**src/rtl/prim_filter_ctr_multi.sv**
```systemverilog
// Multi-channel counter-based glitch filter with a shared stable-count threshold,
// per-channel enables, an optional input synchronizer and rise/fall event pulses.

module prim_filter_ctr_ch #(
    parameter int unsigned CtrWidth   = 4,
    parameter bit          AsyncOn    = 1'b1,
    parameter logic        ResetValue = 1'b0
) (
    input  logic                clk_i,
    input  logic                rst_ni,
    input  logic                enable_i,
    input  logic [CtrWidth-1:0] thresh_i,
    input  logic                filter_i,
    output logic                filter_o,
    output logic                rise_o,
    output logic                fall_o
);

    logic                in_s;
    logic                prev_q;
    logic                stored_q;
    logic                rise_q;
    logic                fall_q;
    logic [CtrWidth-1:0] ctr_q;
    logic [CtrWidth-1:0] ctr_d;
    logic                update;

    if (AsyncOn) begin : g_sync
        logic [1:0] sync_q;
        always_ff @(posedge clk_i or negedge rst_ni) begin
            if (!rst_ni) sync_q <= {2{ResetValue}};
            else         sync_q <= {sync_q[0], filter_i};
        end
        assign in_s = sync_q[1];
    end else begin : g_nosync
        assign in_s = filter_i;
    end

    // Counter saturates at the threshold, so it can never wrap.
    always_comb begin
        ctr_d = ctr_q;
        if (in_s != prev_q)         ctr_d = '0;
        else if (ctr_q >= thresh_i) ctr_d = ctr_q;
        else                        ctr_d = ctr_q + CtrWidth'(1);
    end

    assign update = (ctr_d >= thresh_i);

    // Filter state runs regardless of enable so enabling shows a settled value.
    always_ff @(posedge clk_i or negedge rst_ni) begin
        if (!rst_ni) begin
            prev_q   <= ResetValue;
            stored_q <= ResetValue;
            ctr_q    <= '0;
            rise_q   <= 1'b0;
            fall_q   <= 1'b0;
        end else begin
            prev_q <= in_s;
            ctr_q  <= ctr_d;
            if (update) stored_q <= in_s;
            rise_q <= enable_i & update &  in_s & ~stored_q;
            fall_q <= enable_i & update & ~in_s &  stored_q;
        end
    end

    assign filter_o = enable_i ? stored_q : in_s;
    assign rise_o   = rise_q;
    assign fall_o   = fall_q;

endmodule

module prim_filter_ctr_multi #(
    parameter int unsigned NumCh      = 8,
    parameter int unsigned CtrWidth   = 4,
    parameter bit          AsyncOn    = 1'b1,
    parameter logic        ResetValue = 1'b0
) (
    input  logic                clk_i,
    input  logic                rst_ni,
    input  logic [NumCh-1:0]    enable_i,
    input  logic [CtrWidth-1:0] thresh_i,
    input  logic [NumCh-1:0]    filter_i,
    output logic [NumCh-1:0]    filter_o,
    output logic [NumCh-1:0]    rise_o,
    output logic [NumCh-1:0]    fall_o
);

    for (genvar c = 0; c < NumCh; c++) begin : g_ch
        prim_filter_ctr_ch #(
            .CtrWidth  (CtrWidth),
            .AsyncOn   (AsyncOn),
            .ResetValue(ResetValue)
        ) u_ch (
            .clk_i   (clk_i),
            .rst_ni  (rst_ni),
            .enable_i(enable_i[c]),
            .thresh_i(thresh_i),
            .filter_i(filter_i[c]),
            .filter_o(filter_o[c]),
            .rise_o  (rise_o[c]),
            .fall_o  (fall_o[c])
        );
    end

endmodule

```
**config.mk**
```make
export PLATFORM = sky130hd
export DESIGN_NAME = prim_filter_ctr_multi
export DESIGN_NICKNAME = d
export VERILOG_FILES = /design/src/rtl/prim_filter_ctr_multi.sv
export SDC_FILE = /design/constraint.sdc
export NUM_CORES = 1
export LEC_CHECK = 0
export CORE_UTILIZATION = 52
export DETAILED_ROUTE_END_ITERATION = 8
export PLACE_DENSITY_LB_ADDON = 0.08
export SLEW_MARGIN = 30
export SYNTH_ARGS = -nofsm -noshare
export SYNTH_HDL_FRONTEND = slang
export SYNTH_HIERARCHICAL = 1
export SYNTH_SLANG_ARGS = --single-unit
```
**constraint.sdc**
```tcl
create_clock -name clk_i -period 2.6 [get_ports clk_i]
set_clock_uncertainty 0.15 [all_clocks]
set_input_delay 0.52 -clock clk_i [delete_from_list [all_inputs] [get_ports clk_i]]
set_output_delay 0.52 -clock clk_i [all_outputs]
set_load 0.05 [all_outputs]
```
==> flow_summary.toml, run 1 <==
[logic_synthesis]
syn_inst = 384
yosys_most_used_dff = "dfrtp_1"
netlist_area_um2 = 4570
yosysSeqAreaShare_pct = 43.8
netlist.area_leader.share_pct = 43.8
yosysTopAreaCell = "dfrtp_1"
synth_area_leaders = "dfrtp_1, ha_1, mux2_2"
ys_types = 22
yosysWarnings = 6
ys_seq_elements = 80
async_flop_share_pct = 100
synth_edf_count = 0
avgSynthCellArea_um2 = 11.9
syn_nets = 478

[sta]
endpoint_type = "register input"
grt-worst-endpoint = "g_ch[1].u_ch/fall_o$_DFF_PN0_/D"

[outcome]
outcome = "stopped before the end"
stop_stage = "global routing"
tool.error = "[ERROR GRT-0232] Routing congestion too high. Check the congestion heatmap in the GUI."

[clocking]
htree_levels = 3
clock_path_buffers = 2
cts_made_buffers = 9
clock-sinks = 80
hold_buffers = 0
root_buffer = "clkbuf_8"

[floorplan]
num_rows = 33
die_x_um = 95.8
initial_core_util_pct = 54.6
die_h_um = 95.8
io-pin-count = 46

[place]
dp_cells = 624
finalWeightedCongestion = 0.827
portBuffers = 45
place_hpwl_um = 7840

[global_route]
grt-ovfl-total = 166
grt_max_degree = 45
track_usage_pct = 76.5
==> stage by stage <==
stage / instance area [µm²] / setup slack (ps) / hold WS, ps
after global placement: 6630 / -939 / 182
after detailed placement: 6630 / -1030 / 185
after CTS: 7640 / -165 / 27.6
after floorplan: 5360 / -49.3 / 74.4
==> cells in the mapped netlist (16+ instances only) <==
cell type,instances
o21ai_0,16
dfrtp_1,80
ha_1,72
and4b_1,16
mux2_2,16
nor2_1,24
xor2_1,16
inv_1,32
==> layer usage <==
layer  GRT overflow  GRT usage (%)
met2            110           98.3
met5              1           2.98
met4             53           85.8
met1              2           77.1
met3              0           50.6
==> cell families after synthesis <==
kind of cell / Yosys count / synth area share, %
AND/OR/NAND/NOR: 80 / 11.8
AO/OA/AOI/OAI: 72 / 11.8
XOR/XNOR: 24 / 4.60
buffers and inverters: 32 / 2.63
adder cells (fa/ha/maj): 72 / 19.7
multiplexers: 24 / 5.69
flip-flops: 80 / 43.8
==> what timing repair did <==
item	CTS
setup buffers	64
endpoints found under the setup margin	24
hold endpoints to repair	0
gates cloned	1
pin swaps	82
gates resized for setup	71
==> inputs of run 2 (changes only) <==
CORE_UTILIZATION = 40   (was 52)
PLACE_DENSITY_LB_ADDON = 0.15   (was 0.08)
clock period = 3.4 ns   (was 2.6 ns; I/O delays follow)
==> run 2 against run 1 <==
  * Synthesized area stayed put
  * The run now ends clean
  * Synthesized cell count stayed put
==> flow_summary.toml, run 2 <==
[drt]
wl_met1_um = 4110
viasPerCell = 5.02
drt_iter0_markers = 101
top_layer = "met4"
dr.pass1.iters = 4
wl_met2_um = 4590
wirelength_um = 9160
wl_met3_um = 342
drc_errors = 0
drtAntennaViolNets = 0
avgRoutedWirePerCell_um = 14.1
route.vias.total = 3261

[clocking]
hold_buffers = 0
clk_transition_reported_paths_ps = 60
tritoncts = "done"
clock_path_buffers = 2
root_buffer = "clkbuf_16"
clkLatencyLatePin_ps = 350
clock-sinks = 80
htree_levels = 3
cts_made_buffers = 9

[global_route]
grt_pass1_vias = 3455
grt_max_degree = 81
antenna_found_initial = 0
track_usage_pct = 17.0
grt_pass1_wl_um = 15400
grt-ovfl-total = 0

[logic_synthesis]
synth_edf_count = 0
async_flop_share_pct = 100
avgSynthCellArea_um2 = 11.9
yosysSeqAreaShare_pct = 43.8
yosysTopAreaCell = "dfrtp_1"
syn_nets = 478
yosys_most_used_dff = "dfrtp_1"
ys_seq_elements = 80
synthTopCellsByCount = "dfrtp_1, ha_1, inv_1"
netlist_area_um2 = 4570
syn_inst = 384
yosysWarnings = 6
ys_types = 22
synth_area_leaders = "dfrtp_1, ha_1, mux2_2"
netlist.area_leader.share_pct = 43.8
yosysMostFrequentCell = "dfrtp_1"

[min_path]
hold_path.class = "register to register"
hold_start = "g_ch[0].u_ch/g_sync.sync_q[0]$_DFF_PN0_"
worstHoldEndpoint = "g_ch[0].u_ch/g_sync.sync_q[1]$_DFF_PN0_"
hold_depth = 0

[critical_path]
r2r_end = "g_ch[3].u_ch/stored_q$_DFFE_PN0P_"
r2r-start = "g_ch[3].u_ch/ctr_q[0]$_DFF_PN0_"
end_kind = "register"
ff2ff_setup_slack_ps = 530
path_class = "primary input to register"
cp.required_ps = 3480
cp_max_fo = 7
crit_arrival_ps = 3210
rr_worst_depth = 11
worst_setup_path_start_kind = "primary input"

[power]
leakage_nw = 3.04
p_per_area_nw_per_um2 = 605
vdd_drop_max_uv = 396

[job]
cap_violations = 0

[cells_and_area]
area_delta_synth_final_pct = 35.9
final_common_cell = "dfrtp_1"
n_antenna_cell = 0
drive_gt1_share_pct = 31.6
top_regs = "g_ch.u_ch/ctr_q (32), g_ch.u_ch/g_sync.sync_q (16)"
layout.nets = 599
multi_input_area_um2 = 2620
seq_area_um2 = 2000
finish.utilization_pct = 56.6
largest_reg_flops = 32
n_fill_cell = 944
regMostFlops = "g_ch.u_ch/ctr_q"
mostFrequentLayoutCells = "dfrtp_1, ha_1, buf_4"

[sta]
setup_viol_count_final = 0
period_share_pct = 92.2
setup_tns_ps = 0
min_period_ps = 3130
hold_viol_final = 0
worst_slew_pin_slew_ps = 719
fmax_mhz = 319
slew_viol_final = 0
rsz0062_at_grt = "no"
relSlewSlack_pct = 52.1
fin_ws_ps = 266

[floorplan]
die_x_um = 109
dieArea_um2 = 11900
io-pin-count = 46
num_rows = 38
initial_core_util_pct = 41.6
die_h_um = 109
coreArea_um2 = 11000

[place]
portBuffers = 45
finalWeightedCongestion = 0.776
pre_cts_ws_ps = -415
place_hpwl_um = 6260

[outcome]
outcome = "complete, no violations"
==> run 2: critical path, cell delays in order <==
cell and delay, ps:
dlymetal6s2s_1 200, buf_12 180, ha_1 300, nor3b_2 250, o21ai_2 120, xnor2_1 150, or2_2 290, ha_1 280
nand2b_1 150, a211oi_2 230, o21bai_2 100, mux2_2 270
==> run 2: what timing repair did <==
action / CTS / global route
endpoints found under the setup margin: 7 / 23
buffers inserted: 7 / 7
gates resized for setup: 6 / 24
pin swaps: 13 / 30
cloned: 0 / 1
==> run 2: worst max path at each step <==
stage	startpoint	endpoint	slack, ps	depth (start not counted)
after floorplan	thresh_i[0]	g_ch[0].u_ch/stored_q$_DFFE_PN0P_	460	10
after global placement	thresh_i[3]	g_ch[2].u_ch/stored_q$_DFFE_PN0P_	-380	13
after detailed placement	thresh_i[3]	g_ch[2].u_ch/stored_q$_DFFE_PN0P_	-410	13
after CTS	thresh_i[3]	g_ch[2].u_ch/stored_q$_DFFE_PN0P_	-10	13
after global routing	thresh_i[0]	g_ch[2].u_ch/stored_q$_DFFE_PN0P_	140	12
final	thresh_i[0]	g_ch[0].u_ch/stored_q$_DFFE_PN0P_	270	12
==> run 2: cell families after synthesis <==
| group | share of synthesized area, % |
|---|---|
| adder cells (fa/ha/maj) | 19.7 |
| flip-flops | 43.8 |
| AND/OR/NAND/NOR | 11.8 |
| buffers and inverters | 2.63 |
| multiplexers | 5.69 |
| XOR/XNOR | 4.60 |
| AO/OA/AOI/OAI | 11.8 |
==> run 2: per-layer routing <==
layer	GRT usage [%]	vias up
met5	0	-
met4	5.79	0
met3	5.14	11
met2	29.2	33
met1	20.2	1591
li1	-	1626
==> run 2: through the flow <==
step	hold slack, ps	instance area (µm²)	power, mW	instances
after global placement	184	5620	2.66	619
after CTS	202	6000	3.72	642
after floorplan	181	4570	2.24	384
after detailed placement	188	5630	2.71	619
final	199	6220	3.76	650
after global routing	211	6220	4.05	650
==> run 2: final cells by class <==
type                            instances  area share, %
Multi-Input combinational cell        272           42.1
Timing Repair Buffer                  110           16.4
Inverter                               32           1.99
Clock buffer                           11           3.90
Clock inverter                          5          0.664
Tap cell                              140           2.82
Sequential cell                        80           32.2
==> run 2: power breakdown <==
group	switching [mW]	total (mW)	internal, mW	leakage, nW
clock	0.401	0.921	0.519	0.132
combinational	0.765	1.56	0.794	1.88
sequential	0.156	1.28	1.13	1.03
total	1.32	3.76	2.44	3.04
Power figures use the tool's default switching activity.
